### config.mk
export PLATFORM = sky130hd
export DESIGN_NAME = instr_fetch
export DESIGN_NICKNAME = d
export VERILOG_FILES = /design/src/rtl/instr_fetch.sv
export SDC_FILE = /design/constraint.sdc
export NUM_CORES = 1
export LEC_CHECK = 0
export ABC_CLOCK_PERIOD_IN_PS = 10900
export BUFFER_PORTS_ARGS = -buffer_cell sky130_fd_sc_hd__buf_4
export CORE_UTILIZATION = 55
export DETAILED_ROUTE_END_ITERATION = 8
export GPL_ROUTABILITY_DRIVEN = 1
export PLACE_DENSITY = 0.86
export SETUP_SLACK_MARGIN = 0.3
export SYNTH_ARGS = -nofsm -noshare
export SYNTH_HDL_FRONTEND = slang
export SYNTH_SLANG_ARGS = --single-unit
export TNS_END_PERCENT = 30
### constraint.sdc
create_clock -name CLK -period 10.9 [get_ports CLK]
set_input_delay 1.09 -clock CLK [delete_from_list [all_inputs] [get_ports CLK]]
set_output_delay 1.09 -clock CLK [all_outputs]
set_load 0.01 [all_outputs]
### src/rtl/instr_fetch.sv
// Instruction fetch stage.
// Holds the program counter and instruction register, and issues one read request at a time to
// the instruction memory. Fetched words wait in a one-entry buffer until the control unit
// commits them to IR with IRWre. PC updates select the next PC from four sources through PCSrc.
// A halt opcode in IR freezes PC until reset.
module instr_fetch (
    input  logic        CLK,
    input  logic        RST,
    input  logic        PCWre,
    input  logic        IRWre,
    input  logic [1:0]  PCSrc,
    input  logic [31:0] ExtImm,
    input  logic [31:0] RegJump,
    input  logic        imem_ack,
    input  logic [31:0] imem_rdata,
    output logic        imem_req,
    output logic [31:0] imem_addr,
    output logic        fetch_busy,
    output logic [31:0] PC,
    output logic [31:0] PC4,
    output logic [31:0] IR,
    output logic [5:0]  Opcode,
    output logic [4:0]  rs,
    output logic [4:0]  rt,
    output logic [4:0]  rd,
    output logic [15:0] imm16,
    output logic        halted
);

    typedef enum logic [1:0] {
        StIdle = 2'b00,
        StReq  = 2'b01,
        StHold = 2'b10
    } fetch_state_e;

    fetch_state_e state_q;
    logic [31:0]  pc_q;
    logic [31:0]  ir_q;
    logic [31:0]  fbuf_q;
    logic         fbuf_valid_q;

    logic [31:0]  pc_plus4;
    logic [31:0]  pc_next;
    logic         pc_load;
    logic         ir_load;

    // Next-PC selection; all sums wrap modulo 2^32.
    always_comb begin
        pc_plus4 = pc_q + 32'd4;
        pc_next  = pc_plus4;
        unique case (PCSrc)
            2'b00:   pc_next = pc_plus4;
            2'b01:   pc_next = pc_plus4 + (ExtImm << 2);
            2'b10:   pc_next = RegJump;
            2'b11:   pc_next = {pc_plus4[31:28], ir_q[25:0], 2'b00};
            default: pc_next = pc_plus4;
        endcase
    end

    // Halt blocks PC writes; IR only commits a valid buffered word while in HOLD.
    always_comb begin
        pc_load = PCWre && !halted;
        ir_load = (state_q == StHold) && IRWre && fbuf_valid_q;
    end

    // Fetch FSM, PC and fetch buffer. A PC write overrides any state, including a
    // same-cycle ack, so data fetched for the old PC is never buffered.
    always_ff @(posedge CLK) begin
        if (!RST) begin
            state_q      <= StIdle;
            pc_q         <= 32'd0;
            fbuf_q       <= 32'd0;
            fbuf_valid_q <= 1'b0;
        end else if (pc_load) begin
            state_q      <= StReq;
            pc_q         <= pc_next;
            fbuf_valid_q <= 1'b0;
        end else begin
            case (state_q)
                StIdle: state_q <= StReq;
                StReq: begin
                    if (imem_ack) begin
                        fbuf_q       <= imem_rdata;
                        fbuf_valid_q <= 1'b1;
                        state_q      <= StHold;
                    end
                end
                StHold: state_q <= StHold;
                default: begin
                    state_q      <= StIdle;
                    fbuf_valid_q <= 1'b0;
                end
            endcase
        end
    end

    // Instruction register; loads the buffer with its old-PC word even when PC moves this edge.
    always_ff @(posedge CLK) begin
        if (!RST) begin
            ir_q <= 32'd0;
        end else if (ir_load) begin
            ir_q <= fbuf_q;
        end
    end

    // Outputs decoded from registered state and IR.
    always_comb begin
        imem_req   = (state_q == StReq);
        fetch_busy = (state_q == StReq);
        imem_addr  = pc_q;
        PC         = pc_q;
        PC4        = pc_plus4;
        IR         = ir_q;
        Opcode     = ir_q[31:26];
        rs         = ir_q[25:21];
        rt         = ir_q[20:16];
        rd         = ir_q[15:11];
        imm16      = ir_q[15:0];
        halted     = (ir_q[31:26] == 6'b111111);
    end

endmodule
After elaboration in Yosys (flattened, before gate mapping)
Cells that the tools add are included.
W data, S select, Z words.
Word-level totals
  flip-flop bits (word level): 99
  bits in latches: 0
  RAM bits: 0
  memory bits (read-only): 0
  bits of input ports: 103
  output and inout port bits: 168
  memories kept: 0
Operators by class
  add/subtract/negate cells: 2
  $mul: 0
  div/mod/pow operators: 0
  magnitude comparators: 0
  equal/unequal tests: 8
  shifts and indexed selects: 0
  multiplexer cells: 6
  bitwise logic cells: 3
  reductions and logical operators: 10
Operators with widths (count)
  $pmux W32 S4: 1
  $add A32 B3 Y32 const B: 1
  $add A32 B32 Y32: 1
  $eq A2 B2 Y1 const B: 3
  $eq A6 B6 Y1 const B: 1
  $pmux W2 S3: 1
  $eq A2 B1 Y1 const B: 2
  $logic_not A2 Y1: 2
  $reduce_or A2 Y1: 2
  $logic_and A1 B1 Y1: 3
  $ne A3 B2 Y1 const B: 1
  $not A1 Y1: 3
  $reduce_and A3 Y1: 1
  $mux W1: 2
  $mux W2: 1
  $ne A2 B2 Y1 const B: 1
  $pmux W1 S2: 1
  $reduce_and A2 Y1: 1
  $logic_not A1 Y1: 1

Logic depth before layout (Yosys ltp)
  depth after elaboration: 5
  mapped depth: 17

Worst setup path before layout
Ideal clock, no wire load.
  path type: register to register
  from: register pc_q[2] (netlist: PC[2])
  to: register pc_q[31] (netlist: PC[31])
  arrival: 4061 ps
  required time: 10840 ps
  slack: 6779 ps
  cell stages (with the launch flop): 18
  buffers on the path: 1
  period minus slack after synthesis: 4121 ps
  cells stage by stage: dfxtp_1 ha_1 and3_1 nand4_1 nor3_1 nand4_1 xnor2_1 ha_1 buf_6 a21oi_1 o21ai_1 a2111oi_0 a21oi_1 a31o_2 o311ai_4 or3b_1 o311ai_1 a32o_1
On the way
  longest elaborated chain between the ends: 3
RTL lines
  from (decl): RTL line 37  | logic [31:0] pc_q;
  from (signal assigned): RTL line 76  | pc_q <= pc_next;
  $add A32 B3 Y32: RTL line 49  | pc_plus4 = pc_q + 32'd4;
  named net PC4[24]: RTL line 20  | output logic [31:0] PC4,
  $add A32 B32 Y32: RTL line 53  | 2'b01: pc_next = pc_plus4 + (ExtImm << 2);
  $pmux W32 S4: RTL line 51  | unique case (PCSrc)
The timed path passes the listed nets, and every way through them passes these cells.
A chain may end at the register's enable or synchronous reset.

Worst setup path in the final report
  from: register pc_q[2] (netlist: PC[2])
  to: register pc_q[31] (netlist: PC[31])
On the way
  longest elaborated chain between the ends: 3
RTL lines (RTL line)
  $add A32 B3 Y32 (*): 49
  $add A32 B32 Y32: 53
  $pmux W32 S4 (*): 51
Every way passes the cells marked *; elsewhere a longest branch is shown, timed or not.

==> results.json <==
{
  "antenna_cells": 0,
  "r2r_slack_ps": 6210,
  "setup_violations": 0,
  "drive_gt1_frac": 0.311,
  "tritoncts": "done",
  "synth_cell_types": 72,
  "initial_core_util": 0.570,
  "die_area_um2": 13700,
  "grt_overflow": 0,
  "gp_congestion": 0.934,
  "place_inst": 1226,
  "cp_max_fo": 8,
  "htreeDepth": 3,
  "fmax_ghz": 0.213,
  "insertion_delay_ps": 350,
  "die_w_um": 117,
  "regArea_um2": 1980,
  "cts.sinks": 99,
  "cts_resized": 0,
  "maxSlewHeadroom": 0.205,
  "fp-row-count": 41,
  "slew_viol_final": 0,
  "vias": 7086,
  "p_per_area_nw_per_um2": 112,
  "critPathLaunchType": "register",
  "place_area_um2": 8780,
  "drt-initial-drc-count": 581,
  "rsz0062_at_grt": "false",
  "required_ps": 11190,
  "grt_start_max_net_pins": 91,
  "fin_crit_sh": 0.430,
  "ys_ff_latch": 99,
  "synth-async-reset-ratio": 0,
  "cts_buffers": 9,
  "synth_flop_cell": "dfxtp_1",
  "grt_pass1_wl_um": 33600,
  "first_pass_iters": 5,
  "fillers": 1048,
  "layout.cells.non_filler": 1242,
  "status": "finished, final reports clean",
  "synth-edff-count": 0,
  "nets": 1206,
  "ant_nets": 0,
  "design_area_um2": 9110,
  "antenna_found_initial": 0,
  "viasPerCell": 5.71,
  "synth_cells": 898,
  "core_um2": 12800,
  "totalWireLength_um": 22200,
  "cp.arrival_ps": 4980,
  "multiInputGateArea_um2": 4470,
  "ios": 271,
  "crit_type": "register to register",
  "drc": 0,
  "syn_avg_cell_area_um2": 8.10,
  "synth_nets": 1039,
  "fin_worst_skew_ps": 9.63,
  "fin_setup_tns_ps": 0,
  "syn_to_final_growth_pct": 25.2,
  "irDropWorstVdd_mv": 0.155,
  "period_needed_ps": 4690,
  "netlist.top_cell.by_area": "dfxtp_1",
  "cts_buffer_depth": 2,
  "grt_pass1_vias": 6401,
  "die_h_um": 117,
  "syn_area_um2": 7280,
  "tightest_slew_ps": 1190,
  "avgRoutedWirePerCell_um": 17.9,
  "max_cap_violations": 0,
  "hold_path_class": "register to register",
  "cellLeakagePower_nw": 4.14,
  "cts_hold_buf": 0,
  "grt_use_total": 0.323,
  "path_clk_slew_ps": 80,
  "synth_top_area_share": 0.272,
  "dp_hpwl_um": 16700,
  "port_buffers": 268,
  "root_buffer": "clkbuf_16",
  "final-hold-violation-count": 0,
  "netlist_top_cells_area": "dfxtp_1 27%, nand2_1 10%, a21boi_0 7.7%",
  "post_cts_buffers": 0,
  "end_kind": "register",
  "ys_seq_area_frac": 0.272,
  "yosysWarnings": 0
}
report_power, final:
group	internal, mW	switching, mW	leakage [nW]	total (mW)
Combinational	0.134	0.141	3.18	0.275
Sequential	0.375	0.0202	0.804	0.395
Clock	0.188	0.161	0.162	0.349
Total	0.696	0.323	4.14	1.02
cell type report:
class | instances | share of cell area
Inverter | 17 | 0.00701
Clock inverter | 7 | 0.0115
Sequential cell | 99 | 0.218
Tap cell | 172 | 0.0236
Clock buffer | 9 | 0.0247
Timing Repair Buffer | 273 | 0.225
Multi-Input combinational cell | 665 | 0.490
flip-flops by register name (all words and copies together) (netlist names):
register,cells
IR,32
PC,32
fbuf_q,32
state_q,2
fbuf_valid_q,1
critical path, cell delays in order (launching register included):
cell	delay, ps
dfxtp_1	470
ha_1	230
and3_1	250
nand4_1	220
nor3_1	640
nand3_1	260
xnor2_1	280
ha_1	360
a21oi_1	200
o21ai_1	110
a2111oi_0	400
a21oi_1	160
a31o_2	270
o311ai_4	110
or3b_1	380
o311ai_1	90
a32o_1	200
cells by family after synthesis:
logic type,synth area share
AND/OR/NAND/NOR,0.196
AO/OA/AOI/OAI,0.213
buffers and inverters,0.114
flip-flops,0.272
XOR/XNOR,0.0588
adder cells (fa/ha/maj),0.0664
multiplexers,0.0789
routing by layer:
metal | up-vias | routed length [µm] | global-route usage
li1 | 3394 | - | -
met1 | 3316 | 9300 | 0.428
met2 | 335 | 10500 | 0.521
met3 | 41 | 1720 | 0.0597
met4 | 0 | 623 | 0.132
met5 | - | 0 | 0
final timing paths:
| check | startpoint | end | cells past startpoint |
|---|---|---|---|
| hold reg to reg | fbuf_q[2] | IR[2] | 2 |
| hold / removal | fbuf_q[2] | IR[2] | 2 |
| setup / recovery | PC[2] | PC[31] | 16 |
| setup reg to reg | PC[2] | PC[31] | 16 |
per-stage QoR:
step                 util  setup slack, ps  total power [mW]  hold slack, ps
finish              0.713             6210              1.02             465
global route        0.713             5910              1.07             488
global placement    0.687             6300             0.667             451
detailed placement  0.687             6210             0.672             457
floorplan               -             6780             0.577             441
CTS                 0.713             6200              1.02             469
synth_stat cells (8+ instances only):
library cell	count
clkbuf_1	33
dfxtp_1	99
nand4_1	12
a21o_1	17
o21ai_0	23
mux4_2	16
mux2i_1	18
nor2_1	45
xnor2_1	33
and3_1	8
nand3_1	20
a31oi_1	8
ha_1	37
inv_1	17
buf_4	72
a21oi_1	35
nor3_1	8
xor2_1	14
nand2_1	201
a21boi_0	75
placed cells by master (no fill, tap or decap), types with 8 or more instances in the layout:
cell | netlist | final
nor3_1 | 8 | 8
inv_1 | 17 | 17
a31oi_1 | 8 | 8
and3_1 | 8 | 8
nand4_1 | 12 | 12
nand2_1 | 201 | 201
a21o_1 | 17 | 17
dfxtp_1 | 99 | 99
nor2_1 | 45 | 45
mux2i_1 | 18 | 18
buf_4 | 72 | 273
nand3_1 | 20 | 20
mux4_2 | 16 | 16
a21oi_1 | 35 | 35
xor2_1 | 14 | 14
xnor2_1 | 33 | 33
a21boi_0 | 75 | 75
ha_1 | 37 | 37
o21ai_0 | 23 | 23
clkbuf_16 | 0 | 9
No activity file was read; power rests on OpenSTA's default activity.
